## src/rtl/ir_exec_unit.sv

```systemverilog
`default_nettype none
// ---------------------------------------------------------------------------
// ir_exec_unit: GPR execution unit (movsgpr/mov/add/sub, shift-add mul). Rev 1.0
// ---------------------------------------------------------------------------
module ir_exec_unit #(
  parameter int DW   = 16,
  parameter int NREG = 32
) (
  input  logic          clk,
  input  logic          rst_n,
  input  logic          instr_valid,
  input  logic [31:0]   instr,
  output logic          instr_ready,
  output logic          done,
  output logic          illegal,
  output logic [3:0]    flags,
  output logic [DW-1:0] sgpr,
  input  logic [4:0]    dbg_addr,
  output logic [DW-1:0] dbg_data
);
  localparam int              AW         = (NREG > 1) ? $clog2(NREG) : 1;
  localparam logic [5:0]      NREG_W     = 6'(NREG);
  localparam logic [DW-1:0]   LAST_STEP  = DW'(DW - 1);
  localparam logic [4:0]      OP_MOVSGPR = 5'd0;
  localparam logic [4:0]      OP_MOV     = 5'd1;
  localparam logic [4:0]      OP_ADD     = 5'd2;
  localparam logic [4:0]      OP_SUB     = 5'd3;
  localparam logic [4:0]      OP_MUL     = 5'd4;

  typedef enum logic [1:0] {IDLE = 2'd0, EXEC = 2'd1, MUL = 2'd2, WB = 2'd3} state_t;
  state_t state, state_nxt;

  logic [DW-1:0] gpr [NREG];

  logic [4:0]    dec_op, dec_rdst, dec_rs1, dec_rs2;
  logic          dec_imm, dec_legal;
  logic [DW-1:0] dec_a, dec_b;

  logic [4:0]      op_q;
  logic [AW-1:0]   rdst_q;
  logic            imm_q, legal_q;
  logic [DW-1:0]   a_q, b_q;
  logic [2*DW-1:0] prod;
  logic [DW-1:0]   cnt;

  assign dec_op   = instr[31:27];
  assign dec_rdst = instr[26:22];
  assign dec_rs1  = instr[21:17];
  assign dec_imm  = instr[16];
  assign dec_rs2  = instr[15:11];

  // Out-of-range source indices read as zero
  assign dec_a = ({1'b0, dec_rs1} < NREG_W) ? gpr[dec_rs1[AW-1:0]] : '0;
  assign dec_b = dec_imm ? DW'(instr[15:0])
               : (({1'b0, dec_rs2} < NREG_W) ? gpr[dec_rs2[AW-1:0]] : '0);
  assign dec_legal = (dec_op <= OP_MUL) && ({1'b0, dec_rdst} < NREG_W);

  assign dbg_data = ({1'b0, dbg_addr} < NREG_W) ? gpr[dbg_addr[AW-1:0]] : '0;

  logic [DW:0]   add_w, sub_w, step_sum;
  logic [DW-1:0] alu_res, prod_hi, prod_lo;
  logic          alu_c, alu_v;

  assign add_w    = {1'b0, a_q} + {1'b0, b_q};
  assign sub_w    = {1'b0, a_q} - {1'b0, b_q};
  assign prod_hi  = prod[2*DW-1:DW];
  assign prod_lo  = prod[DW-1:0];
  // Multiplier bits sit in the low half and shift out as the partial sum shifts in
  assign step_sum = {1'b0, prod_hi} + (prod[0] ? {1'b0, a_q} : '0);

  always_comb begin
    alu_res = '0;
    alu_c   = 1'b0;
    alu_v   = 1'b0;
    case (op_q)
      OP_MOVSGPR: alu_res = sgpr;
      OP_MOV:     alu_res = imm_q ? b_q : a_q;
      OP_ADD: begin
        alu_res = add_w[DW-1:0];
        alu_c   = add_w[DW];
        alu_v   = (a_q[DW-1] == b_q[DW-1]) && (add_w[DW-1] != a_q[DW-1]);
      end
      OP_SUB: begin
        alu_res = sub_w[DW-1:0];
        alu_c   = sub_w[DW];
        alu_v   = (a_q[DW-1] != b_q[DW-1]) && (sub_w[DW-1] != a_q[DW-1]);
      end
      default: ;
    endcase
  end

  always_ff @(posedge clk or negedge rst_n) begin
    if (!rst_n) state <= IDLE;
    else        state <= state_nxt;
  end

  always_comb begin
    state_nxt   = state;
    instr_ready = 1'b0;
    case (state)
      IDLE: begin
        instr_ready = 1'b1;
        if (instr_valid)
          state_nxt = (dec_legal && (dec_op == OP_MUL)) ? MUL : EXEC;
      end
      EXEC:    state_nxt = IDLE;
      MUL:     if (cnt == LAST_STEP) state_nxt = WB;
      WB:      state_nxt = IDLE;
      default: state_nxt = IDLE;
    endcase
  end

  always_ff @(posedge clk or negedge rst_n) begin
    if (!rst_n) begin
      for (int i = 0; i < NREG; i++) gpr[i] <= '0;
      sgpr    <= '0;
      flags   <= '0;
      done    <= 1'b0;
      illegal <= 1'b0;
      op_q    <= '0;
      rdst_q  <= '0;
      imm_q   <= 1'b0;
      legal_q <= 1'b0;
      a_q     <= '0;
      b_q     <= '0;
      prod    <= '0;
      cnt     <= '0;
    end else begin
      done    <= 1'b0;
      illegal <= 1'b0;
      case (state)
        IDLE: if (instr_valid) begin
          op_q    <= dec_op;
          rdst_q  <= dec_rdst[AW-1:0];
          imm_q   <= dec_imm;
          legal_q <= dec_legal;
          a_q     <= dec_a;
          b_q     <= dec_b;
          prod    <= {{DW{1'b0}}, dec_b};
          cnt     <= '0;
        end
        EXEC: begin
          if (legal_q) begin
            gpr[rdst_q] <= alu_res;
            flags       <= {alu_res == '0, alu_res[DW-1], alu_c, alu_v};
            done        <= 1'b1;
          end else begin
            illegal <= 1'b1;
          end
        end
        MUL: begin
          prod <= {step_sum, prod[DW-1:1]};
          cnt  <= cnt + DW'(1);
        end
        WB: begin
          gpr[rdst_q] <= prod_lo;
          sgpr        <= prod_hi;
          flags       <= {prod_lo == '0, prod_lo[DW-1], prod_hi != '0, 1'b0};
          done        <= 1'b1;
        end
        default: ;
      endcase
    end
  end

endmodule
`default_nettype wire

```

## config.mk

```make
export PLATFORM = sky130hd
export DESIGN_NAME = ir_exec_unit
export DESIGN_NICKNAME = d
export VERILOG_FILES = /design/src/rtl/ir_exec_unit.sv
export SDC_FILE = /design/constraint.sdc
export NUM_CORES = 2
export LEC_CHECK = 0
export CELL_PAD_IN_SITES_DETAIL_PLACEMENT = 1
export CELL_PAD_IN_SITES_GLOBAL_PLACEMENT = 1
export CORE_MARGIN = 2
export CORE_UTILIZATION = 56
export CTS_CLUSTER_SIZE = 28
export DETAILED_ROUTE_END_ITERATION = 10
export PLACE_DENSITY = 0.9
export SKIP_LAST_GASP = 1
export SLEW_MARGIN = 20
export SYNTH_ARGS = -nofsm -noshare
export SYNTH_HDL_FRONTEND = slang
export SYNTH_SLANG_ARGS = --single-unit
export TNS_END_PERCENT = 1
```

## constraint.sdc

```tcl
create_clock -name clk -period 7.8 [get_ports clk]
set_clock_uncertainty 0.05 [all_clocks]
set_input_delay 1.17 -clock clk [delete_from_list [all_inputs] [get_ports clk]]
set_output_delay 1.17 -clock clk [all_outputs]
set_load 0.005 [all_outputs]
```

## Word-level counts from Yosys, hierarchy flattened

Index checks and enable logic that the tools add are counted.

| cells by class | value |
|---|---|
| equality and inequality tests | 15 |
| bitwise gates (word level) | 4 |
| add/subtract/negate cells | 4 |
| order comparisons | 6 |
| reduce and logical (&&, ||, !) cells | 16 |
| mux-type cells | 36 |

Operator list:

| cell | number |
|---|---|
| $bwmux 512 | 2 |
| $pmux 512 s2 | 1 |
| $mux 512 | 1 |
| $bmux 16 s5 | 3 |
| $mux 16 | 11 |
| $demux 16 s5 | 1 |
| $pmux 16 s4 | 1 |
| $pmux 32 s2 | 1 |
| $add 16x16->17 | 2 |
| $logic_not 16->1 | 2 |
| $mux 32 | 1 |
| $pmux 16 s2 | 1 |
| $ge 6x6->1 const B | 4 |
| $not 5->6 | 4 |
| $sub 16x16->17 | 1 |
| $add 16x1->16 const B | 1 |
| $eq 16x4->1 const B | 1 |
| $reduce_bool 16->1 | 1 |
| $eq 5x2->1 const B | 2 |
| $pmux 4 s2 | 1 |
| $reduce_and 2->1 | 4 |
| $lt 6x1->1 const B | 1 |
| $mux 2 | 3 |
| $ne 2x2->1 const B | 3 |
| other kinds (16) | 28 |

| storage, ports and cells | value |
|---|---|
| bits in registers | 628 |

## Depth between registers and ports, before layout

| logic depth | value |
|---|---|
| depth in word-level cells | 8 |
| depth in mapped cells | 14 |
| gate-level depth less buffers | 12 |

## Worst setup path after synthesis

OpenSTA, ideal clock, no wires.

| path | value |
|---|---|
| kind | input to output |
| start | in dbg_addr[0] |
| end | out dbg_data[0] |
| data required time | 6.580 ns |
| data arrival time | 3.496 ns |
| stages on the path | 5 |
| path slack | 3.084 ns |
| path buffers | 2 |
| path through | clkbuf_1 -> buf_1 -> mux4_2 -> mux4_2 -> mux2_2 |

| between the ends | value |
|---|---|
| word-level cells in the longest chain between the ends | 4 |

Ends and longest elaborated chain:

| what | line | RTL |
|---|---|---|
| start: declaration | 18 | `input logic [4:0] dbg_addr,` |
| $not 5->6 (not written as such) | 58 | `assign dbg_data = ({1'b0, dbg_addr} < NREG_W) ? gpr[dbg_addr[AW-1:0]] : '0;` |
| $bmux 16 s5 | 58 |  |
| $mux 16 (not written as such) (2 in a row) | 58 |  |
| end: declaration | 19 | `output logic [DW-1:0] dbg_data` |

No other way between the ends. The select of a mux whose other input is x is not followed.

## Worst setup path after layout

| path | value |
|---|---|
| start | in dbg_addr[0] |
| end | out dbg_data[10] |

The elaborated chain is that of the path after synthesis.

==> results.cfg <==
[timing]
finalMaxSlewViolations = 0
grt_setup_unrepaired = no
setup_viol = 0
max_clock_freq_mhz = 175
final.setup.tns_ns = 0
layout_min_cycle_time_ns = 5.72
timing.slew.headroom = 0.187
final.setup.worst_slack_ns = 2.08
tightest_slew_ns = 1.19
fraction_of_the_cycle_the_final_worst_path_needs = 0.733
report.final.hold_viol_count = 0

[synthesis]
mappedNetlistArea_um2 = 37900
syn-mean-instance-area_um2 = 11.9
ys_seq_elements = 628
synthArstFlopShare = 1.00
synthesized_instance_count = 3188
synth.distinct_cells = 76
synth_fp_nets = 3281
synth_seq_area_share = 0.415
synth-main-ff-cell = sky130_fd_sc_hd__dfrtp_1
yosysWarnings = 0
post_synth_edffs = 0

[cts]
cts.path.max_buffers = 3
insertion_delay_ns = 0.66
clk_root_buffer_cell = sky130_fd_sc_hd__clkbuf_16
cts_buffers = 72
cts_tree = built
post-cts-setup-buffers = 0
clock_pin_slew_on_the_worst_setup_and_hold_paths_ns = 0.06
cts_hold_bufs = 0
htreeDepth = 3
cts-resized-gates = 0
cts_sinks = 628

[power_and_ir_drop]
power.density_nw_per_um2 = 202
static-leakage-power_nw = 17.5
irDropWorstVdd_mv = 0.187

[critical_path]
worstPathArrival_ns = 4.50
worstSetupStartpoint = dbg_addr[0]
cp_max_fo = 68
required_ns = 6.58
critical_path_class = in2out
reg_to_reg_startpoint = a_q[7]
r2r_cells = 11
setup.worst_path.end_class = output port
timing.critical_path.from_type = input port
r2r_slack_ns = 3.05
critical_path.reg2reg.endpoint = gpr[15]

[routing]
via_count = 32900
wirelength_um = 163000
dr.pass1.iters = 9
vias_per_cell = 8.14
antenna_left = 0
dr.first_iter.drc_count = 5552
post_drt_wl_per_cell_um = 40.3
drc_errors = 0

[global_route]
gr-usage-all-layers = 0.478
grt_pass1_wl_um = 242000
pin_count_of_the_biggest_net_entering_global_routing = 177
grt_antenna_before_repair = 15
grt_pass1_vias = 35900
grt_remaining_overflow = 0

[floorplanning]
design.core.area_um2 = 67000
floorplan.die_area_um2 = 69800
floorplan.die.height_um = 264
die_width_um = 264
num_io_pins = 79
initial_core_utilization = 0.565
fp-row-count = 95

[place]
place_worst_setup_slack_ns = 2.16
hpwlAfterDp_um = 92300
port_buffers = 78
gp_congestion = 0.942

[cells_and_area]
utilization = 0.624
syn2layout_area_growth_pct = 10.4
layout.nets = 3196
final_layout_size_suffix_gt1_frac = 0.268

[worst_hold_path]
type_of_the_worst_min_delay_path = in2async

[run]
maxCapViolations = 0

[outcome]
status = finished clean
layout make-up:
cell class,instances,area [um2]
Multi-Input combinational cell,2210,21000
Sequential cell,628,15700
Clock inverter,28,450
Inverter,43,161
Timing Repair Buffer,148,1360
Clock buffer,99,2070
Antenna cell,7,17.5
Tap cell,873,1090
Fill cell,6491,25200
cell usage after synthesis, types with 14 or more instances:
cell type                    n  area share
sky130_fd_sc_hd__dfrtp_1   628        0.41
sky130_fd_sc_hd__ha_1       50       0.017
sky130_fd_sc_hd__a21o_1     22      0.0044
sky130_fd_sc_hd__o21ai_0   491       0.065
sky130_fd_sc_hd__mux4_2    480        0.29
sky130_fd_sc_hd__nor2_1     87      0.0086
sky130_fd_sc_hd__buf_1      43      0.0043
sky130_fd_sc_hd__a221o_1    16      0.0042
sky130_fd_sc_hd__nor3_1     22      0.0029
sky130_fd_sc_hd__mux2_2    130       0.039
sky130_fd_sc_hd__nand3_1    14      0.0018
sky130_fd_sc_hd__and2_1     21      0.0035
sky130_fd_sc_hd__inv_1      41      0.0041
sky130_fd_sc_hd__nand2_1   558       0.055
sky130_fd_sc_hd__mux2i_1    51       0.013
sky130_fd_sc_hd__nor4_1     16      0.0026
sky130_fd_sc_hd__a21oi_1    65      0.0086
sky130_fd_sc_hd__clkbuf_1  257       0.025
cells in the final DEF (no fill, tap or decap), types with 13 or more instances in the layout:
master / instances
sky130_fd_sc_hd__a21o_1: 22
sky130_fd_sc_hd__xor2_1: 13
sky130_fd_sc_hd__mux2_2: 130
sky130_fd_sc_hd__clkbuf_8: 16
sky130_fd_sc_hd__nor3_1: 21
sky130_fd_sc_hd__xnor2_1: 13
sky130_fd_sc_hd__and2_1: 21
sky130_fd_sc_hd__buf_4: 65
sky130_fd_sc_hd__clkdlybuf4s50_1: 64
sky130_fd_sc_hd__mux2i_1: 43
sky130_fd_sc_hd__ha_1: 50
sky130_fd_sc_hd__a21oi_1: 64
sky130_fd_sc_hd__nor2_1: 86
sky130_fd_sc_hd__o21ai_0: 487
sky130_fd_sc_hd__mux4_2: 480
sky130_fd_sc_hd__dfrtp_1: 628
sky130_fd_sc_hd__a221o_1: 16
sky130_fd_sc_hd__nor4_1: 15
sky130_fd_sc_hd__clkbuf_1: 13
sky130_fd_sc_hd__nand2_1: 554
sky130_fd_sc_hd__inv_1: 41
sky130_fd_sc_hd__nand3_1: 14
sky130_fd_sc_hd__clkbuf_16: 74
how the worst max path moves through the flow:
stage / end / slack (ns) / cells after the start
after global routing: dbg_data[4] / 1.91 / 6
after global placement: dbg_data[4] / 2.29 / 6
final: dbg_data[10] / 2.08 / 6
after detailed placement: dbg_data[4] / 2.16 / 6
after CTS: dbg_data[4] / 2.12 / 6
after floorplan: dbg_data[0] / 3.08 / 5
layer usage:
layer | share of wire | vias up | track usage
li1 | - | 11900 | -
met1 | 0.31 | 16500 | 0.552
met2 | 0.44 | 3247 | 0.693
met3 | 0.15 | 1271 | 0.210
met4 | 0.10 | 20 | 0.386
met5 | 0.00079 | - | 0
report_power, final:
group	leakage (nW)	internal (W)	switching, W
sequential	8.71	0.00337	0.000177
clock	1.23	0.00222	0.00150
combinational	7.60	0.000412	0.000750
total	17.5	0.00600	0.00243
worst max-delay path, stage by stage:
cell                              delay (ns)
sky130_fd_sc_hd__clkbuf_8               0.70
sky130_fd_sc_hd__buf_12                 0.42
sky130_fd_sc_hd__mux4_2                 0.62
sky130_fd_sc_hd__mux4_2                 0.51
sky130_fd_sc_hd__mux2_2                 0.40
sky130_fd_sc_hd__clkdlybuf4s50_1        0.49
flip-flops by register name, summed over array words and instances (netlist names):
signal and cells:
cnt 16, state 2, legal_q 1, imm_q 1, prod 32, b_q 16, op_q 5, sgpr 16
rdst_q 5, illegal 1, flags 4, gpr 512, done 1, a_q 16
through the flow:
stage,total power [W],instance area [um2],cells,hold slack [ns]
2_1_floorplan,0.00420,37900,3188,0.397
3_3_place_gp,0.00456,39200,3902,0.418
3_5_place_dp,0.00466,39300,3902,0.456
4_1_cts,0.00835,41800,4029,0.463
5_1_grt,0.00859,41800,4031,0.486
6_report,0.00843,41800,4036,0.434
logic make-up after synthesis:
kind of cell	Yosys count	share of synthesized area
XOR/XNOR	26	0.00601
AND/OR/NAND/NOR	774	0.0854
buffers and inverters	350	0.0351
flip-flops	628	0.415
AO/OA/AOI/OAI	696	0.103
adder cells (fa/ha/maj)	53	0.0181
multiplexers	661	0.337
Note: power is estimated with default switching activity, not from simulation.
